$ cat src/rtl/alu_pkg.sv
// Shared constants and FSM state type for the ALU command driver.
package alu_pkg;

    localparam logic [1:0] OP_SUB  = 2'b00;
    localparam logic [1:0] OP_NAND = 2'b01;
    localparam logic [1:0] OP_ONES = 2'b10;
    localparam logic [1:0] OP_DEC  = 2'b11;

    localparam int FLAG_ERR = 0;
    localparam int FLAG_NEG = 1;
    localparam int FLAG_POS = 2;
    localparam int FLAG_OVF = 3;

    typedef enum logic {
        ST_IDLE  = 1'b0,
        ST_DRIVE = 1'b1
    } drv_state_e;

endpackage

$ cat src/rtl/alu_cmd_driver_if.sv
// Request, ALU-drive and response signals of alu_cmd_driver, named from the driver's side.
interface alu_cmd_driver_if #(
    parameter int WIDTH = 4
);
    logic             i_req_valid;
    logic             o_req_ready;
    logic [WIDTH-1:0] i_req_arg0;
    logic [WIDTH-1:0] i_req_arg1;
    logic [1:0]       i_req_oper;
    logic [WIDTH-1:0] o_arg0;
    logic [WIDTH-1:0] o_arg1;
    logic [1:0]       o_oper;
    logic [WIDTH-1:0] i_alu_result;
    logic [3:0]       i_alu_flag;
    logic             o_rsp_valid;
    logic             i_rsp_ready;
    logic [WIDTH-1:0] o_rsp_result;
    logic [3:0]       o_rsp_flag;

    modport master (
        output i_req_valid, i_req_arg0, i_req_arg1, i_req_oper,
        output i_alu_result, i_alu_flag, i_rsp_ready,
        input  o_req_ready, o_arg0, o_arg1, o_oper,
        input  o_rsp_valid, o_rsp_result, o_rsp_flag
    );

    modport slave (
        input  i_req_valid, i_req_arg0, i_req_arg1, i_req_oper,
        input  i_alu_result, i_alu_flag, i_rsp_ready,
        output o_req_ready, o_arg0, o_arg1, o_oper,
        output o_rsp_valid, o_rsp_result, o_rsp_flag
    );
endinterface

$ cat src/rtl/alu_rsp_fifo.sv
// Synchronous response FIFO holding {result, flags}; head reads as zero when empty.
module alu_rsp_fifo #(
    parameter  int WIDTH = 4,
    parameter  int DEPTH = 2,
    localparam int DW    = WIDTH + 4,
    localparam int AW    = $clog2(DEPTH),
    localparam int CW    = AW + 1
) (
    input  logic          i_clk,
    input  logic          i_rstn,
    input  logic          i_push,
    input  logic          i_pop,
    input  logic [DW-1:0] i_data,
    output logic [DW-1:0] o_data,
    output logic [CW-1:0] o_count,
    output logic          o_empty,
    output logic          o_full
);
    logic [DW-1:0] mem_q [DEPTH];
    logic [AW-1:0] wr_ptr_q;
    logic [AW-1:0] rd_ptr_q;
    logic [CW-1:0] count_q;
    logic          push_ok;
    logic          pop_ok;

    assign o_empty = (count_q == '0);
    assign o_full  = (count_q == CW'(DEPTH));
    assign o_count = count_q;
    assign pop_ok  = i_pop && !o_empty;
    assign push_ok = i_push && (!o_full || pop_ok);
    assign o_data  = o_empty ? '0 : mem_q[rd_ptr_q];

    always_ff @(posedge i_clk) begin
        if (!i_rstn) begin
            wr_ptr_q <= '0;
            rd_ptr_q <= '0;
            count_q  <= '0;
        end else begin
            if (push_ok) wr_ptr_q <= wr_ptr_q + 1'b1;
            if (pop_ok)  rd_ptr_q <= rd_ptr_q + 1'b1;
            case ({push_ok, pop_ok})
                2'b10:   count_q <= count_q + 1'b1;
                2'b01:   count_q <= count_q - 1'b1;
                default: count_q <= count_q;
            endcase
        end
    end

    // Storage needs no reset: the head is masked while empty.
    always_ff @(posedge i_clk) begin
        if (push_ok) mem_q[wr_ptr_q] <= i_data;
    end
endmodule

$ cat src/rtl/alu_cmd_driver.sv
// Registers ALU requests, captures the ALU result one cycle later and queues responses.
// Optional ALU_DRV_STATS_EN adds saturating error/overflow capture counters.
module alu_cmd_driver
    import alu_pkg::*;
#(
    parameter int WIDTH = 4,
    parameter int DEPTH = 2,
    parameter int CNT_W = 8
) (
    input  logic             i_clk,
    input  logic             i_rstn,
    alu_cmd_driver_if.slave  bus
`ifdef ALU_DRV_STATS_EN
    ,
    output logic [CNT_W-1:0] o_err_cnt,
    output logic [CNT_W-1:0] o_ovf_cnt
`endif
);
    localparam int CW = $clog2(DEPTH) + 1;

    generate
        if (DEPTH < 2 || (DEPTH & (DEPTH - 1)) != 0 || CNT_W < 1) begin : g_bad_param
            $error("alu_cmd_driver: DEPTH must be a power of two >= 2 and CNT_W >= 1");
        end
    endgenerate

    drv_state_e       state_q;
    logic [WIDTH-1:0] arg0_q;
    logic [WIDTH-1:0] arg1_q;
    logic [1:0]       oper_q;
    logic             accept;
    logic             capture;
    logic             fifo_push;
    logic             fifo_pop;
    logic [CW-1:0]    fifo_count;
    logic             fifo_empty;
    logic             fifo_full;
    logic [WIDTH+3:0] fifo_head;

    assign bus.o_req_ready  = (state_q == ST_IDLE) && (fifo_count < CW'(DEPTH)) && i_rstn;
    assign accept           = bus.i_req_valid && bus.o_req_ready;
    assign capture          = (state_q == ST_DRIVE);
    assign fifo_pop         = !fifo_empty && bus.i_rsp_ready;
    assign fifo_push        = capture && (!fifo_full || fifo_pop);
    assign bus.o_arg0       = arg0_q;
    assign bus.o_arg1       = arg1_q;
    assign bus.o_oper       = oper_q;
    assign bus.o_rsp_valid  = !fifo_empty;
    assign bus.o_rsp_result = fifo_head[WIDTH+3:4];
    assign bus.o_rsp_flag   = fifo_head[3:0];

    always_ff @(posedge i_clk) begin
        if (!i_rstn) begin
            state_q <= ST_IDLE;
            arg0_q  <= '0;
            arg1_q  <= '0;
            oper_q  <= '0;
        end else begin
            case (state_q)
                ST_IDLE: begin
                    if (accept) begin
                        arg0_q  <= bus.i_req_arg0;
                        arg1_q  <= bus.i_req_arg1;
                        oper_q  <= bus.i_req_oper;
                        state_q <= ST_DRIVE;
                    end
                end
                ST_DRIVE: state_q <= ST_IDLE;
                default:  state_q <= ST_IDLE;
            endcase
        end
    end

    alu_rsp_fifo #(
        .WIDTH (WIDTH),
        .DEPTH (DEPTH)
    ) u_rsp_fifo (
        .i_clk   (i_clk),
        .i_rstn  (i_rstn),
        .i_push  (fifo_push),
        .i_pop   (fifo_pop),
        .i_data  ({bus.i_alu_result, bus.i_alu_flag}),
        .o_data  (fifo_head),
        .o_count (fifo_count),
        .o_empty (fifo_empty),
        .o_full  (fifo_full)
    );

`ifdef ALU_DRV_STATS_EN
    logic [CNT_W-1:0] err_cnt_q;
    logic [CNT_W-1:0] ovf_cnt_q;

    always_ff @(posedge i_clk) begin
        if (!i_rstn) begin
            err_cnt_q <= '0;
            ovf_cnt_q <= '0;
        end else if (capture) begin
            if (bus.i_alu_flag[FLAG_ERR] && err_cnt_q != '1) err_cnt_q <= err_cnt_q + 1'b1;
            if (bus.i_alu_flag[FLAG_OVF] && ovf_cnt_q != '1) ovf_cnt_q <= ovf_cnt_q + 1'b1;
        end
    end

    assign o_err_cnt = err_cnt_q;
    assign o_ovf_cnt = ovf_cnt_q;
`endif
endmodule

$ cat src/flat_wrapper.sv
// flat-port wrapper written by rule: the top's interface ports become plain ports
module alu_cmd_driver_flat import alu_pkg::*;
#(
    parameter int WIDTH = 4,
    parameter int DEPTH = 2,
    parameter int CNT_W = 8
)
  (i_clk, i_rstn, bus_i_req_valid, bus_i_req_arg0, bus_i_req_arg1, bus_i_req_oper, bus_i_alu_result, bus_i_alu_flag, bus_i_rsp_ready, bus_o_req_ready, bus_o_arg0, bus_o_arg1, bus_o_oper, bus_o_rsp_valid, bus_o_rsp_result, bus_o_rsp_flag);
  alu_cmd_driver_if #(.WIDTH(WIDTH)) bus_i ();
  input  logic i_clk;
  input  logic i_rstn;
  input wire logic [$bits(bus_i.i_req_valid)-1:0] bus_i_req_valid;
  input wire logic [$bits(bus_i.i_req_arg0)-1:0] bus_i_req_arg0;
  input wire logic [$bits(bus_i.i_req_arg1)-1:0] bus_i_req_arg1;
  input wire logic [$bits(bus_i.i_req_oper)-1:0] bus_i_req_oper;
  input wire logic [$bits(bus_i.i_alu_result)-1:0] bus_i_alu_result;
  input wire logic [$bits(bus_i.i_alu_flag)-1:0] bus_i_alu_flag;
  input wire logic [$bits(bus_i.i_rsp_ready)-1:0] bus_i_rsp_ready;
  output wire logic [$bits(bus_i.o_req_ready)-1:0] bus_o_req_ready;
  output wire logic [$bits(bus_i.o_arg0)-1:0] bus_o_arg0;
  output wire logic [$bits(bus_i.o_arg1)-1:0] bus_o_arg1;
  output wire logic [$bits(bus_i.o_oper)-1:0] bus_o_oper;
  output wire logic [$bits(bus_i.o_rsp_valid)-1:0] bus_o_rsp_valid;
  output wire logic [$bits(bus_i.o_rsp_result)-1:0] bus_o_rsp_result;
  output wire logic [$bits(bus_i.o_rsp_flag)-1:0] bus_o_rsp_flag;
  assign bus_i.i_req_valid = bus_i_req_valid;
  assign bus_i.i_req_arg0 = bus_i_req_arg0;
  assign bus_i.i_req_arg1 = bus_i_req_arg1;
  assign bus_i.i_req_oper = bus_i_req_oper;
  assign bus_i.i_alu_result = bus_i_alu_result;
  assign bus_i.i_alu_flag = bus_i_alu_flag;
  assign bus_i.i_rsp_ready = bus_i_rsp_ready;
  assign bus_o_req_ready = bus_i.o_req_ready;
  assign bus_o_arg0 = bus_i.o_arg0;
  assign bus_o_arg1 = bus_i.o_arg1;
  assign bus_o_oper = bus_i.o_oper;
  assign bus_o_rsp_valid = bus_i.o_rsp_valid;
  assign bus_o_rsp_result = bus_i.o_rsp_result;
  assign bus_o_rsp_flag = bus_i.o_rsp_flag;
  alu_cmd_driver #(.WIDTH(WIDTH), .DEPTH(DEPTH), .CNT_W(CNT_W)) u_core (.i_clk(i_clk), .i_rstn(i_rstn), .bus(bus_i));
endmodule
$ cat config.mk
export PLATFORM = sky130hd
export DESIGN_NAME = alu_cmd_driver_flat
export DESIGN_NICKNAME = d
export VERILOG_FILES = /design/src/rtl/alu_pkg.sv /design/src/rtl/alu_cmd_driver_if.sv /design/src/rtl/alu_rsp_fifo.sv /design/src/rtl/alu_cmd_driver.sv /design/src/flat_wrapper.sv
export SDC_FILE = /design/constraint.sdc
export NUM_CORES = 1
export LEC_CHECK = 0
export CAP_MARGIN = 20
export CORE_UTILIZATION = 30
export DETAILED_ROUTE_END_ITERATION = 10
export PLACE_DENSITY = 0.55
export SKIP_CTS_REPAIR_TIMING = 1
export SLEW_MARGIN = 20
export SYNTH_ARGS = -nofsm -noshare
export SYNTH_HDL_FRONTEND = slang
export SYNTH_SLANG_ARGS = --single-unit
$ cat constraint.sdc
create_clock -name i_clk -period 3.2 [get_ports i_clk]
set_input_delay 0.64 -clock i_clk [delete_from_list [all_inputs] [get_ports i_clk]]
set_output_delay 0.64 -clock i_clk [all_outputs]
set_load 0.01 [all_outputs]
Yosys cells after proc, flatten, opt, wreduce, memory -nomap -nowiden --
Memories as Yosys holds them, arrays and structs flattened. A register that Yosys moved wholly into a read port is not among the register bits. Index checks and enable logic that the tools add are counted.
Word-level totals: register bits after elaboration 15, RAM bits 16, bits of input ports 22, output and inout bits 20, logic and storage cells 39, memories kept 1
Memory list:
- u_core.u_rsp_fifo.mem_q | words 2, width 8, read ports 1, clocked after memory_dff 1, write ports 1, RTL line alu_rsp_fifo.sv:19 | logic [DW-1:0] mem_q [DEPTH];
Operators by class: add/subtract/negate cells 4, magnitude comparators 1, equal/unequal tests 3, mux-type cells 8, bitwise gates (word level) 1, reduce and logical (&&, ||, !) cells 14
Operators with widths (number):
- 8-bit two-way mux | 1
- 1-bit logical AND | 7
- 1-bit two-way mux | 5
- 2-bit equality test, second input constant | 2
- 2-bit case mux with 2 select lines | 1
- 1-bit adder, second input constant | 2
- 2-bit by 1-bit adder with 2-bit output, second input constant | 1
- 2-bit by 1-bit equality test with 1-bit output, second input constant | 1
- 1-bit zero test | 2
- 2-bit zero test | 1
- 1-bit logical OR | 2
- 2-bit < comparator, second input constant | 1
- 1-bit case mux with 2 select lines | 1
- 2-bit AND reduction | 1
- 2-bit nonzero test | 1
- 2-bit by 1-bit subtractor with 2-bit output, second input constant | 1
- 1-bit inverter | 1

Depth between registers and ports, before layout --
depth after elaboration 8, depth in mapped cells 6, depth with buffers taken out 6

By module --
From an unflattened synthesis, not the netlist that was laid out.
Second synthesis, totals: cells, all modules 115, area total of the unflattened synthesis 1328.8 um^2
By module, submodules not included:
- alu_rsp_fifo | times used 1, cells an instance 64, area an instance 864.6 um^2, seq. area each 580.6 um^2
- alu_cmd_driver | times used 1, cells an instance 51, area an instance 464.2 um^2, seq. area each 220.2 um^2

Worst setup path after synthesis --
Ideal clock, no wire load.
path type input to register, from input bus_i_rsp_ready, to register u_core.u_rsp_fifo.count_q[1], in the netlist u_core.u_rsp_fifo.o_count[1], setup time 0.070 ns, arrival 1.729 ns, data required time 3.130 ns, path slack 1.401 ns, cell stages on the path 4, buffers on the path 0, cells stage by stage o31ai_2 ha_1 or3_1 a21boi_1
Between the ends: word-level cells in the longest chain between the ends 6, elaborated cells on any way between the ends 10, classes of those cells 2 x eq/ne; 1 x mux; 7 x reduce/logical
RTL lines:
- from (decl) | RTL line flat_wrapper.sv:18 | input wire logic [$bits(bus_i.i_rsp_ready)-1:0] bus_i_rsp_ready;
- 1-bit logical AND (*) | RTL line alu_cmd_driver.sv:43 | assign fifo_pop = !fifo_empty && bus.i_rsp_ready;
- 1-bit logical OR / 1-bit logical AND (equally long branches) | RTL line alu_cmd_driver.sv:44, alu_rsp_fifo.sv:29
- 1-bit logical AND / 1-bit logical OR (equally long branches) | RTL line alu_cmd_driver.sv:44, alu_rsp_fifo.sv:30
- 1-bit logical AND | RTL line alu_rsp_fifo.sv:30 | assign push_ok = i_push && (!o_full || pop_ok);
- 2-bit by 1-bit equality test with 1-bit output / 2-bit equality test (equally long branches) | RTL line alu_rsp_fifo.sv:41 | case ({push_ok, pop_ok})
- 2-bit case mux with 2 select lines / 2-bit nonzero test (equally long branches)
- to (signal assigned) | RTL line alu_rsp_fifo.sv:42 | 2'b10: count_q <= count_q + 1'b1;
- to (signal assigned) | RTL line alu_rsp_fifo.sv:43 | 2'b01: count_q <= count_q - 1'b1;
- to (signal assigned) | RTL line alu_rsp_fifo.sv:44 | default: count_q <= count_q;
- to (decl) | RTL line alu_rsp_fifo.sv:22 | logic [CW-1:0] count_q;
Mark *: on every way between the ends. The rest lies on a longest branch, timed or not. A chain may end at the register's enable or synchronous reset.

Final worst setup path --
from input i_rstn, to output bus_o_req_ready
Between the ends: word-level cells in the longest chain between the ends 1
RTL lines:
- from (decl) | RTL line flat_wrapper.sv:11 | input logic i_rstn;
- 1-bit logical AND | RTL line alu_cmd_driver.sv:40 | assign bus.o_req_ready = (state_q == ST_IDLE) && (fifo_count < CW'(DEPTH)) && i_rstn;
- to (decl) | RTL line flat_wrapper.sv:19 | output wire logic [$bits(bus_i.o_req_ready)-1:0] bus_o_req_ready;
Every way passes these cells.

==> impl_metrics.tcl <==
set metrics [dict create \
    first_pass_iters 2 \
    drc 0 \
    fin_util_pct 45.9 \
    clk_pin_slew_ps 70 \
    nFillCells 368 \
    wire_per_inst_um 12.0 \
    ys_warn_count 0 \
    grt_overflow_total 0 \
    post_layout_nonfiller_instances 194 \
    dieWidth_um 66.5 \
    timing.rr.start "u_core.u_rsp_fifo.o_count[1]$_SDFFE_PN0P_" \
    vdd_ir_drop_max_mv 0.259 \
    antenna_found_initial 0 \
    synth_edf_count 16 \
    end_kind "primary output" \
    dp_cells 186 \
    arrival_ps 1940 \
    ioPinCount 42 \
    vias 844 \
    clk_path_buf_depth 2 \
    p_per_area_nw_per_um2 685 \
    worst_pin_slew_ps 731 \
    synth_top_area_cell "edfxtp_1" \
    yosysSeqAreaShare_pct 64.1 \
    diodes 0 \
    cts_sinks 32 \
    r2r_cells 5 \
    rows 23 \
    cts_tree "built" \
    min_period_ps 2580 \
    max_freq_mhz 387 \
    syn_to_final_growth_pct 47.1 \
    fp.dieH_um 66.5 \
    drt_iter0_drc 6 \
    nets 166 \
    die_area_um2 4420 \
    synthDistinctLibCells 18 \
    vias_per_cell 4.35 \
    hold-path-endpoint "u_core.u_rsp_fifo.wr_ptr_q$_SDFFE_PN0P_" \
    p_leak_nw 0.668 \
    hold_start "u_core.u_rsp_fifo.wr_ptr_q$_SDFFE_PN0P_" \
    ant_nets 0 \
    yosys-top-cells-area "edfxtp_1 (38%), dfxtp_1 (26%), mux2i_1 (15%)" \
    initial_core_util_pct 31.2 \
    synth_top_flop_cell "edfxtp_1" \
    slew_viol_final 0 \
    status "finished clean" \
    insertion_delay_ps 280 \
    min_path_type "register to register" \
    setup_violations 0 \
    drive_above_1_share_pct 8.33 \
    grt_max_degree 17 \
    grt_pass1_vias 918 \
    numPortBuffers 41 \
    crit_type "input port to primary output" \
    synth_top_area_share_pct 38.5 \
    period_share_pct 80.7 \
    path_max_fanout 2 \
    grt_pass1_wl_um 3950 \
    avgSynthCellArea_um2 13.0 \
    synth-seq-cells 32 \
    place.gp.congestion 0.633 \
    htree_num_levels 2 \
    reg2reg_slack_ps 1370 \
    core_area_um2 4000 \
    power.total_mw 1.26 \
    skew_ps 5.47 \
    fin_setup_tns_ps 0 \
    cap_violations 0 \
    grt_use_total_pct 12.2 \
    syn_nets 119 \
    cp-start-kind "input port" \
    ys_async_sr_fraction_pct 0 \
    place_hpwl_um 1650 \
    drt_wl_total_um 2340 \
    finalHoldViolations 0 \
    synth.cell_area_um2 1250 \
    whs_path_depth 2 \
    rsz0062_at_grt "false" \
    r2r-end "u_core.u_rsp_fifo.o_count[1]$_SDFFE_PN0P_" \
    cp.required_ps 2560 \
    relSlewSlack_pct 51.1 \
    cts_buffers 5 \
    cts-root-buf "clkbuf_8" \
    netlist_instances 96 \
]
==> worst max-delay path by stage <==
| stage | from | endpoint | slack [ps] |
|---|---|---|---|
| 2_1_floorplan | bus_i_rsp_ready | u_core.u_rsp_fifo.o_count[1]$_SDFFE_PN0P_ | 1400 |
| 3_3_place_gp | i_rstn | bus_o_req_ready | 610 |
| 3_5_place_dp | i_rstn | bus_o_req_ready | 610 |
| 4_1_cts | i_rstn | bus_o_req_ready | 600 |
| 5_1_grt | i_rstn | bus_o_req_ready | 580 |
| 6_report | i_rstn | bus_o_req_ready | 620 |
==> where the power goes <==
group          total [mW]  internal [mW]  switching (mW)  leakage, nW
registers           0.529          0.482          0.0474        0.278
clock network       0.375          0.230           0.145       0.0541
logic               0.354          0.207           0.147        0.336
==> layout by cell type (no fill, tap or decap) <==
master and n:
o31ai_2 1, inv_1 4, buf_4 2, a21boi_1 1
xnor2_1 3, or3_1 1, edfxtp_1 16, ha_1 1
nor2b_1 10, mux2i_1 19, bufinv_16 1, dfxtp_1 16
nand2_1 2, nor3b_2 1, nor3b_1 1, clkdlybuf4s50_1 41
clkinv_2 1, clkbuf_8 5, clkinvlp_4 1, and2_1 4
nor2_1 11, o21ai_0 2
==> metrics by stage <==
step           hold WS, ps  area (µm²)  setup slack [ps]
2_1_floorplan          451        1250              1400
3_3_place_gp           462        1730               613
3_5_place_dp           471        1730               612
4_1_cts                482        1840               603
5_1_grt                517        1840               582
6_report               481        1840               617
==> logic make-up after synthesis <==
logic type,after synthesis,share of synthesized area (%)
AOI/OAI and AO/OA,4,2.40
xor gates and xnor gates,3,2.10
adders and majority gates,1,1.00
buffers and inverters,7,2.50
DFF,32,64.1
muxes,19,15.2
and+or+nand+nor,30,12.6
==> layer usage <==
metal	part of all wire [%]	vias to the layer above	track usage (%)
met3	5.5	4	3.77
met5	0	-	0
met4	1.2	0	6.65
li1	-	420	-
met2	47	34	20.8
met1	46	386	13.5
==> worst max-delay path: stages <==
cell	delay, ps
clkdlybuf4s50_1	490
nor3b_1	230
clkdlybuf4s50_1	580
==> state kept, by name, indices dropped and copies added (netlist names), named ones only <==
| signal | cells |
|---|---|
| u_core.capture | 1 |
| u_core.bus.o_arg0 | 4 |
| u_core.u_rsp_fifo.o_count | 2 |
| u_core.u_rsp_fifo.mem_q | 16 |
| u_core.bus.o_arg1 | 4 |
| u_core.u_rsp_fifo.wr_ptr_q | 1 |
| u_core.bus.o_oper | 2 |
| u_core.u_rsp_fifo.rd_ptr_q | 1 |
==> cells in the mapped netlist, types with 2 or more instances <==
library cell and instances:
nor3b_1 2, xnor2_1 3, and2_1 4, mux2i_1 19, inv_1 4, o21ai_0 2, nor2b_1 10, nand2_1 2
nor2_1 11, edfxtp_1 16, dfxtp_1 16
==> layout make-up <==
type | instances | area [µm²] | share of cell area (%)
Sequential cell | 32 | 801 | 43.6
Timing Repair Buffer | 43 | 425 | 23.2
Multi-Input combinational cell | 57 | 422 | 23.0
Clock buffer | 5 | 68.8 | 3.75
Tap cell | 50 | 62.6 | 3.41
Clock inverter | 3 | 42.5 | 2.32
Inverter | 4 | 15.0 | 0.817
Note: power is estimated with default switching activity, not from simulation.
